===== config.mk =====
export PLATFORM = sky130hd
export DESIGN_NAME = uart_tx_sched_flat
export DESIGN_NICKNAME = d
export VERILOG_FILES = /design/src/rtl/uart_pkg.sv /design/src/rtl/uart_tx_sched_if.sv /design/src/rtl/uart_tx_sched_rr_arbiter.sv /design/src/rtl/uart_tx_sched.sv /design/src/flat_wrapper.sv
export SDC_FILE = /design/constraint.sdc
export NUM_CORES = 1
export LEC_CHECK = 0
export ABC_AREA = 1
export CAP_MARGIN = 20
export CORE_UTILIZATION = 25
export DETAILED_ROUTE_END_ITERATION = 10
export PLACE_DENSITY = 0.48
export SLEW_MARGIN = 20
export SYNTH_ARGS = -nofsm -noshare
export SYNTH_HDL_FRONTEND = slang
export SYNTH_HIERARCHICAL = 1
export SYNTH_SLANG_ARGS = --single-unit

===== constraint.sdc =====
create_clock -name clk -period 3.17 [get_ports clk]
set_input_delay 0.4755 -clock clk [delete_from_list [all_inputs] [get_ports clk]]
set_output_delay 0.4755 -clock clk [all_outputs]
set_load 0.1 [all_outputs]

===== src/rtl/uart_pkg.sv =====
// rtl/uart_pkg.sv - shared types and constants for the uart tx scheduler
package uart_pkg;

    // One UART word.
    typedef logic signed [15:0] num;

    // Scheduler states.
    typedef enum logic [1:0] {
        IDLE  = 2'd0,
        ISSUE = 2'd1,
        WAIT  = 2'd2
    } state_t;

    // Default watchdog limit, in cycles spent in WAIT.
    localparam int TIMEOUT_CYCLES_DEFAULT = 65535;

endpackage


===== src/rtl/uart_tx_sched_if.sv =====
// rtl/uart_tx_sched_if.sv - requester and uart-side signal bundle for uart_tx_sched
//
// Ports (slave = scheduler view):
//   req, req_data, err_clr, tx_ready      : into the scheduler
//   gnt, done, busy, timeout_err,
//   send_data, tx_nums                    : out of the scheduler
interface uart_tx_sched_if import uart_pkg::*; #(
    parameter int N_REQ     = 4,
    parameter int N_TX_NUMS = 1
) ();
    logic [N_REQ-1:0]                  req;
    num   [N_REQ-1:0][N_TX_NUMS-1:0]   req_data;
    logic [N_REQ-1:0]                  gnt;
    logic [N_REQ-1:0]                  done;
    logic                              busy;
    logic                              timeout_err;
    logic                              err_clr;
    logic                              send_data;
    num   [N_TX_NUMS-1:0]              tx_nums;
    logic                              tx_ready;

    modport slave (
        input  req, req_data, err_clr, tx_ready,
        output gnt, done, busy, timeout_err, send_data, tx_nums
    );

    modport master (
        output req, req_data, err_clr, tx_ready,
        input  gnt, done, busy, timeout_err, send_data, tx_nums
    );
endinterface


===== src/rtl/uart_tx_sched_rr_arbiter.sv =====
// rtl/uart_tx_sched_rr_arbiter.sv - combinational round-robin pick
//
// Ports:
//   req  in  N_REQ   request vector
//   ptr  in  IDX_W   index of the last granted requester
//   gnt  out N_REQ   one-hot winner (all zero when no request)
//   idx  out IDX_W   winner index
module rr_arbiter #(
    parameter int N_REQ = 4,
    parameter int IDX_W = $clog2(N_REQ)
) (
    input  logic [N_REQ-1:0] req,
    input  logic [IDX_W-1:0] ptr,
    output logic [N_REQ-1:0] gnt,
    output logic [IDX_W-1:0] idx
);
    logic found;
    int   k;

    // Search starts just after the last winner and wraps, so the last
    // winner itself is examined last.
    always_comb begin
        gnt   = '0;
        idx   = '0;
        found = 1'b0;
        k     = 0;
        for (int i = 1; i <= N_REQ; i++) begin
            k = (int'(ptr) + i) % N_REQ;
            if (!found && req[IDX_W'(k)]) begin
                found = 1'b1;
                idx   = IDX_W'(k);
            end
        end
        gnt[idx] = found;
    end
endmodule


===== src/rtl/uart_tx_sched.sv =====
// rtl/uart_tx_sched.sv - round-robin scheduler sharing one uart tx path
//
// Ports:
//   clk      in   system clock
//   n_reset  in   asynchronous active-low reset
//   bus      slave view of uart_tx_sched_if (requesters + uart tx side)
module uart_tx_sched import uart_pkg::*; #(
    parameter int N_REQ          = 4,
    parameter int N_TX_NUMS      = 1,
    parameter int TIMEOUT_CYCLES = TIMEOUT_CYCLES_DEFAULT
) (
    input  logic            clk,
    input  logic            n_reset,
    uart_tx_sched_if.slave  bus
);
    localparam int IDX_W = $clog2(N_REQ);
    localparam int CNT_W = $clog2(TIMEOUT_CYCLES);
    localparam logic [CNT_W-1:0] CNT_LAST = CNT_W'(TIMEOUT_CYCLES - 1);

    state_t                 state, state_d;
    logic [IDX_W-1:0]       ptr, ptr_d;
    logic [CNT_W-1:0]       cnt, cnt_d;
    logic [N_REQ-1:0]       gnt, gnt_d;
    logic [N_REQ-1:0]       done, done_d;
    logic                   send, send_d;
    logic                   err, err_d;
    num [N_TX_NUMS-1:0]     nums, nums_d;

    logic [N_REQ-1:0]       arb_gnt;
    logic [IDX_W-1:0]       arb_idx;

    rr_arbiter #(.N_REQ(N_REQ), .IDX_W(IDX_W)) u_arb (
        .req (bus.req),
        .ptr (ptr),
        .gnt (arb_gnt),
        .idx (arb_idx)
    );

    always_ff @(posedge clk or negedge n_reset) begin
        if (!n_reset) begin
            state <= IDLE;
            ptr   <= IDX_W'(N_REQ - 1);
            cnt   <= '0;
            gnt   <= '0;
            done  <= '0;
            send  <= 1'b0;
            err   <= 1'b0;
            nums  <= '0;
        end else begin
            state <= state_d;
            ptr   <= ptr_d;
            cnt   <= cnt_d;
            gnt   <= gnt_d;
            done  <= done_d;
            send  <= send_d;
            err   <= err_d;
            nums  <= nums_d;
        end
    end

    always_comb begin
        state_d = state;
        ptr_d   = ptr;
        cnt_d   = cnt;
        gnt_d   = gnt;
        done_d  = '0;
        send_d  = 1'b0;
        nums_d  = nums;
        // Clear first; a timeout below overrides it in the same cycle.
        err_d   = err & ~bus.err_clr;
        unique case (state)
            IDLE: begin
                if (|bus.req && bus.tx_ready) begin
                    state_d = ISSUE;
                    gnt_d   = arb_gnt;
                    nums_d  = bus.req_data[arb_idx];
                    send_d  = 1'b1;
                    ptr_d   = arb_idx;
                end
            end
            ISSUE: begin
                state_d = WAIT;
                cnt_d   = '0;
            end
            WAIT: begin
                if (bus.tx_ready) begin
                    done_d  = gnt;
                    gnt_d   = '0;
                    state_d = IDLE;
                end else if (cnt == CNT_LAST) begin
                    // Pointer is left on the aborted requester so it goes
                    // to the back of the round-robin order.
                    err_d   = 1'b1;
                    gnt_d   = '0;
                    state_d = IDLE;
                end else begin
                    cnt_d = cnt + CNT_W'(1);
                end
            end
            default: state_d = IDLE;
        endcase
    end

    assign bus.gnt         = gnt;
    assign bus.done        = done;
    assign bus.send_data   = send;
    assign bus.timeout_err = err;
    assign bus.tx_nums     = nums;
    assign bus.busy        = (state != IDLE);
endmodule

===== src/flat_wrapper.sv =====
// flat-port wrapper written by rule: the top's interface ports become plain ports
module uart_tx_sched_flat import uart_pkg::*;
#(
    parameter int N_REQ          = 4,
    parameter int N_TX_NUMS      = 1,
    parameter int TIMEOUT_CYCLES = TIMEOUT_CYCLES_DEFAULT
)
  (clk, n_reset, bus_req, bus_req_data, bus_err_clr, bus_tx_ready, bus_gnt, bus_done, bus_busy, bus_timeout_err, bus_send_data, bus_tx_nums);
  uart_tx_sched_if #(.N_REQ(N_REQ), .N_TX_NUMS(N_TX_NUMS)) bus_i ();
  input  logic clk;
  input  logic n_reset;
  input wire logic [$bits(bus_i.req)-1:0] bus_req;
  input wire logic [$bits(bus_i.req_data)-1:0] bus_req_data;
  input wire logic [$bits(bus_i.err_clr)-1:0] bus_err_clr;
  input wire logic [$bits(bus_i.tx_ready)-1:0] bus_tx_ready;
  output wire logic [$bits(bus_i.gnt)-1:0] bus_gnt;
  output wire logic [$bits(bus_i.done)-1:0] bus_done;
  output wire logic [$bits(bus_i.busy)-1:0] bus_busy;
  output wire logic [$bits(bus_i.timeout_err)-1:0] bus_timeout_err;
  output wire logic [$bits(bus_i.send_data)-1:0] bus_send_data;
  output wire logic [$bits(bus_i.tx_nums)-1:0] bus_tx_nums;
  assign bus_i.req = bus_req;
  assign bus_i.req_data = bus_req_data;
  assign bus_i.err_clr = bus_err_clr;
  assign bus_i.tx_ready = bus_tx_ready;
  assign bus_gnt = bus_i.gnt;
  assign bus_done = bus_i.done;
  assign bus_busy = bus_i.busy;
  assign bus_timeout_err = bus_i.timeout_err;
  assign bus_send_data = bus_i.send_data;
  assign bus_tx_nums = bus_i.tx_nums;
  uart_tx_sched #(.N_REQ(N_REQ), .N_TX_NUMS(N_TX_NUMS), .TIMEOUT_CYCLES(TIMEOUT_CYCLES)) u_core (.clk(clk), .n_reset(n_reset), .bus(bus_i));
endmodule

==> impl_metrics.py <==
metrics = {
    "status": {
        "violations": "design-rule violations",
        "status": "finished, violations left",
    },
    "cts": {
        "cts_made_buffers": 5,
        "postCtsSetupBuffers": 0,
        "cts.clk_slew.worst_paths_ns": 0.06,
        "clock_path_buffers": 2,
        "root_buffer": "clkbuf_16",
        "clock-sinks": 46,
        "cts_tree": "yes",
        "clock_latency_ns": 0.28,
        "ctsHoldBuffers": 0,
        "post_cts_resize_count": 0,
        "htree_levels": 2,
    },
    "global_routing": {
        "grt_usage": 0.145,
        "antenna_found_initial": 0,
        "grt_pass1_vias": 3084,
        "grt_overflow": 0,
        "grt_max_degree": 34,
        "grt_pass1_wl_um": 14700,
    },
    "synthesis": {
        "netlist_area_sq_um": 3030,
        "synth_compound_area_frac": 0.126,
        "yosysSeqAreaShare": 0.381,
        "synth_top_family_by_area": "simple AND/OR/NAND/NOR gates",
        "synth_xor_area_frac": 0.00868,
        "synth_cell_types": 31,
        "synth_fa_ha_area_frac": 0.00826,
        "avgSynthCellArea_sq_um": 6.87,
        "synth-simple-area-share": 0.400,
        "synthMuxAreaShare": 0,
        "ys_seq_elements": 46,
        "synthCells": 441,
        "yosysWarnings": 6,
        "syn-num-nets": 515,
    },
    "routing": {
        "dr.pass1.iters": 7,
        "final_antenna_net_count": 0,
        "drt-initial-drc-count": 106,
        "detail_route.wl_per_cell_um": 12.8,
        "routed_wl_um": 8700,
        "drc": 2,
        "vias": 3092,
        "vias_per_cell": 4.53,
    },
    "timing": {
        "fmax_mhz": 422,
        "fin_skew_ns": 0.00265,
        "slew_headroom": 0.571,
        "hold_viol_final": 0,
        "setup_viol_count_final": 0,
        "hold_ws_ns": 0.211,
        "setup_tns_ns": 0,
        "finalCritPeriodShare": 0.748,
        "tightest_slew_ns": 0.644,
        "slew_violations": 0,
        "period_needed_ns": 2.37,
        "rsz0062_at_grt": "false",
    },
    "placed_design": {
        "place_inst": 674,
        "placed_cell_area_sq_um": 4090,
        "place.detailed.hpwl_um": 6690,
        "finalWeightedCongestion": 0.803,
        "numPortBuffers": 98,
    },
    "pwr": {
        "p_sw_w": 0.00257,
        "irDropWorstVdd_mv": 0.684,
        "pwr-share-clk": 0.117,
        "p_comb_frac": 0.684,
        "seq_power_share": 0.200,
        "intPower_w": 0.00187,
        "p_leak_nw": 2.07,
        "swShare": 0.578,
        "p_per_area_nw_per_um2": 1050,
    },
    "die": {
        "die_width_um": 112,
        "coreArea_sq_um": 11600,
        "fp-row-count": 39,
        "die_h_um": 112,
        "dieArea_sq_um": 12600,
        "io_pins": 99,
        "initial_utilization": 0.261,
    },
    "final_layout": {
        "n_antenna_cell": 0,
        "final_cells": 682,
        "multiInputGateArea_sq_um": 1640,
        "nets": 612,
        "regArea_sq_um": 1150,
        "num-fill-cells": 1255,
        "syn2layout_area_growth_pct": 39.7,
        "layout-drive-gt1-share": 0.150,
        "final_util": 0.364,
        "final_area_sq_um": 4230,
    },
    "setup_path": {
        "worst_path_max_delay_cell": "dfstp_2",
        "path_class": "flop to flop",
        "crit_required_ns": 3.39,
        "cp_slowest_stage_delay_ns": 0.69,
        "crit_chain": "inv_8, nand2_1, nand2_1, nand2_1, nand2_1, nor2_2, nand3_1, nand2_2, inv_1, inv_1, buf_4, o21ai_0, o22ai_1, nand2_1, nand2_1",
        "crit_top_cell": "nand2_1",
        "end_kind": "flop",
        "startpoint_type": "flop",
        "path_max_fanout": 33,
        "cp.arrival_ns": 2.59,
    },
    "run": {
        "maxCapViolations": 0,
    },
    "min_path": {
        "hold_path_class": "primary input to async pin",
    },
}
## critical path, delay by kind of cell (launching register included)
family	cells	cell delay, ns
AO/OA/AOI/OAI	2	0.32
AND/OR/NAND/NOR	9	0.82
flip-flops	1	0.69
buffers and inverters	4	0.46
## kinds of logic after synthesis
| group | Yosys count |
|---|---|
| DFF | 46 |
| buffers and inverters | 55 |
| and+or+nand+nor | 266 |
| xor gates and xnor gates | 3 |
| adders and majority gates | 2 |
| AOI/OAI and AO/OA | 69 |
## synthesized netlist by cell type, drive strengths merged
master  number  area (sq um)
clkinv       3          11.3
ha           2          25.0
nand3b       1          7.51
o22ai       17           106
nand3       25           140
a21oi        3          15.0
inv         39           154
nand2      164           693
nor2        69           328
o21ai       49           260
nor3         1          5.00
nand4        4          25.0
or2          2          12.5
dfrtp       44          1100
buf          4          31.3
clkbuf       9          33.8
xor2         3          26.3
dfstp        2          52.6
## power groups by stage
| stage | Sequential, W | Clock (W) | Combinational [W] |
|---|---|---|---|
| floorplan | 0.00171 | 0 | 0.00151 |
| global placement | 0.000893 | 0 | 0.00304 |
| detailed placement | 0.000898 | 0 | 0.00305 |
| CTS | 0.000891 | 0.000538 | 0.00306 |
| global route | 0.000915 | 0.000564 | 0.00332 |
| finish | 0.000887 | 0.000518 | 0.00303 |
## routing by layer
layer / vias to the layer above / GRT usage / part of all wire
met3: 10 / 0.0464 / 0.084
met2: 110 / 0.237 / 0.45
met5: - / 0 / 0
met1: 1375 / 0.183 / 0.46
met4: 0 / 0.0436 / 0.014
li1: 1597 / - / -
## cell type report
| type | instances | area share |
|---|---|---|
| inverter | 42 | 0.0390 |
| multi-input combinational | 340 | 0.389 |
| tap | 143 | 0.0423 |
| clock inverter | 2 | 0.00325 |
| timing repair buffer | 103 | 0.224 |
| sequential | 46 | 0.273 |
| clock buffer | 6 | 0.0305 |
## final timing paths
kind	cells after the start	from	slack, ns	endpoint
setup / recovery	15	u_core/ptr[0]	0.80	u_core/bus.tx_nums[15]
hold reg to reg	2	u_core/bus.tx_nums[13]	0.48	u_core/bus.tx_nums[13]
max in group asynchronous	2	n_reset	2.23	u_core/bus.tx_nums[12]
hold / removal	1	n_reset	0.21	u_core/bus.done[3]
setup reg to reg	15	u_core/ptr[0]	0.80	u_core/bus.tx_nums[15]
min in group clk	2	u_core/bus.tx_nums[13]	0.48	u_core/bus.tx_nums[13]
## layout by cell type, fill, tap and decap left out, types with 2 or more instances in the layout
cell,count
nand4_1,4
clkbuf_16,5
nand2_1,145
clkdlybuf4s50_1,70
inv_1,36
o21ai_0,36
dfrtp_1,44
clkinv_1,3
nor2_2,5
nand3_1,22
nand2_2,13
a21oi_1,3
dfstp_2,2
o21ai_2,4
o22ai_1,17
inv_2,2
nand3_2,3
buf_4,32
nor2_8,3
o21ai_1,9
nor2_1,60
xor2_1,3
ha_1,2
nand2_4,6
## stage by stage
step                      setup WS, ns  power, W
after floorplan                   1.10   0.00322
after global placement           0.589   0.00393
after detailed placement         0.544   0.00395
after CTS                        0.818   0.00448
after global routing             0.566   0.00480
final                            0.800   0.00444
## sequential cells by signal, summed over array words and instances, names as in the netlist
signal                  cells
u_core/bus.timeout_err      1
u_core/bus.done             4
u_core/state                2
u_core/bus.tx_nums         16
u_core/cnt                 16
u_core/bus.gnt              4
u_core/bus.send_data        1
u_core/ptr                  2
(Power assumes the default switching activity.)
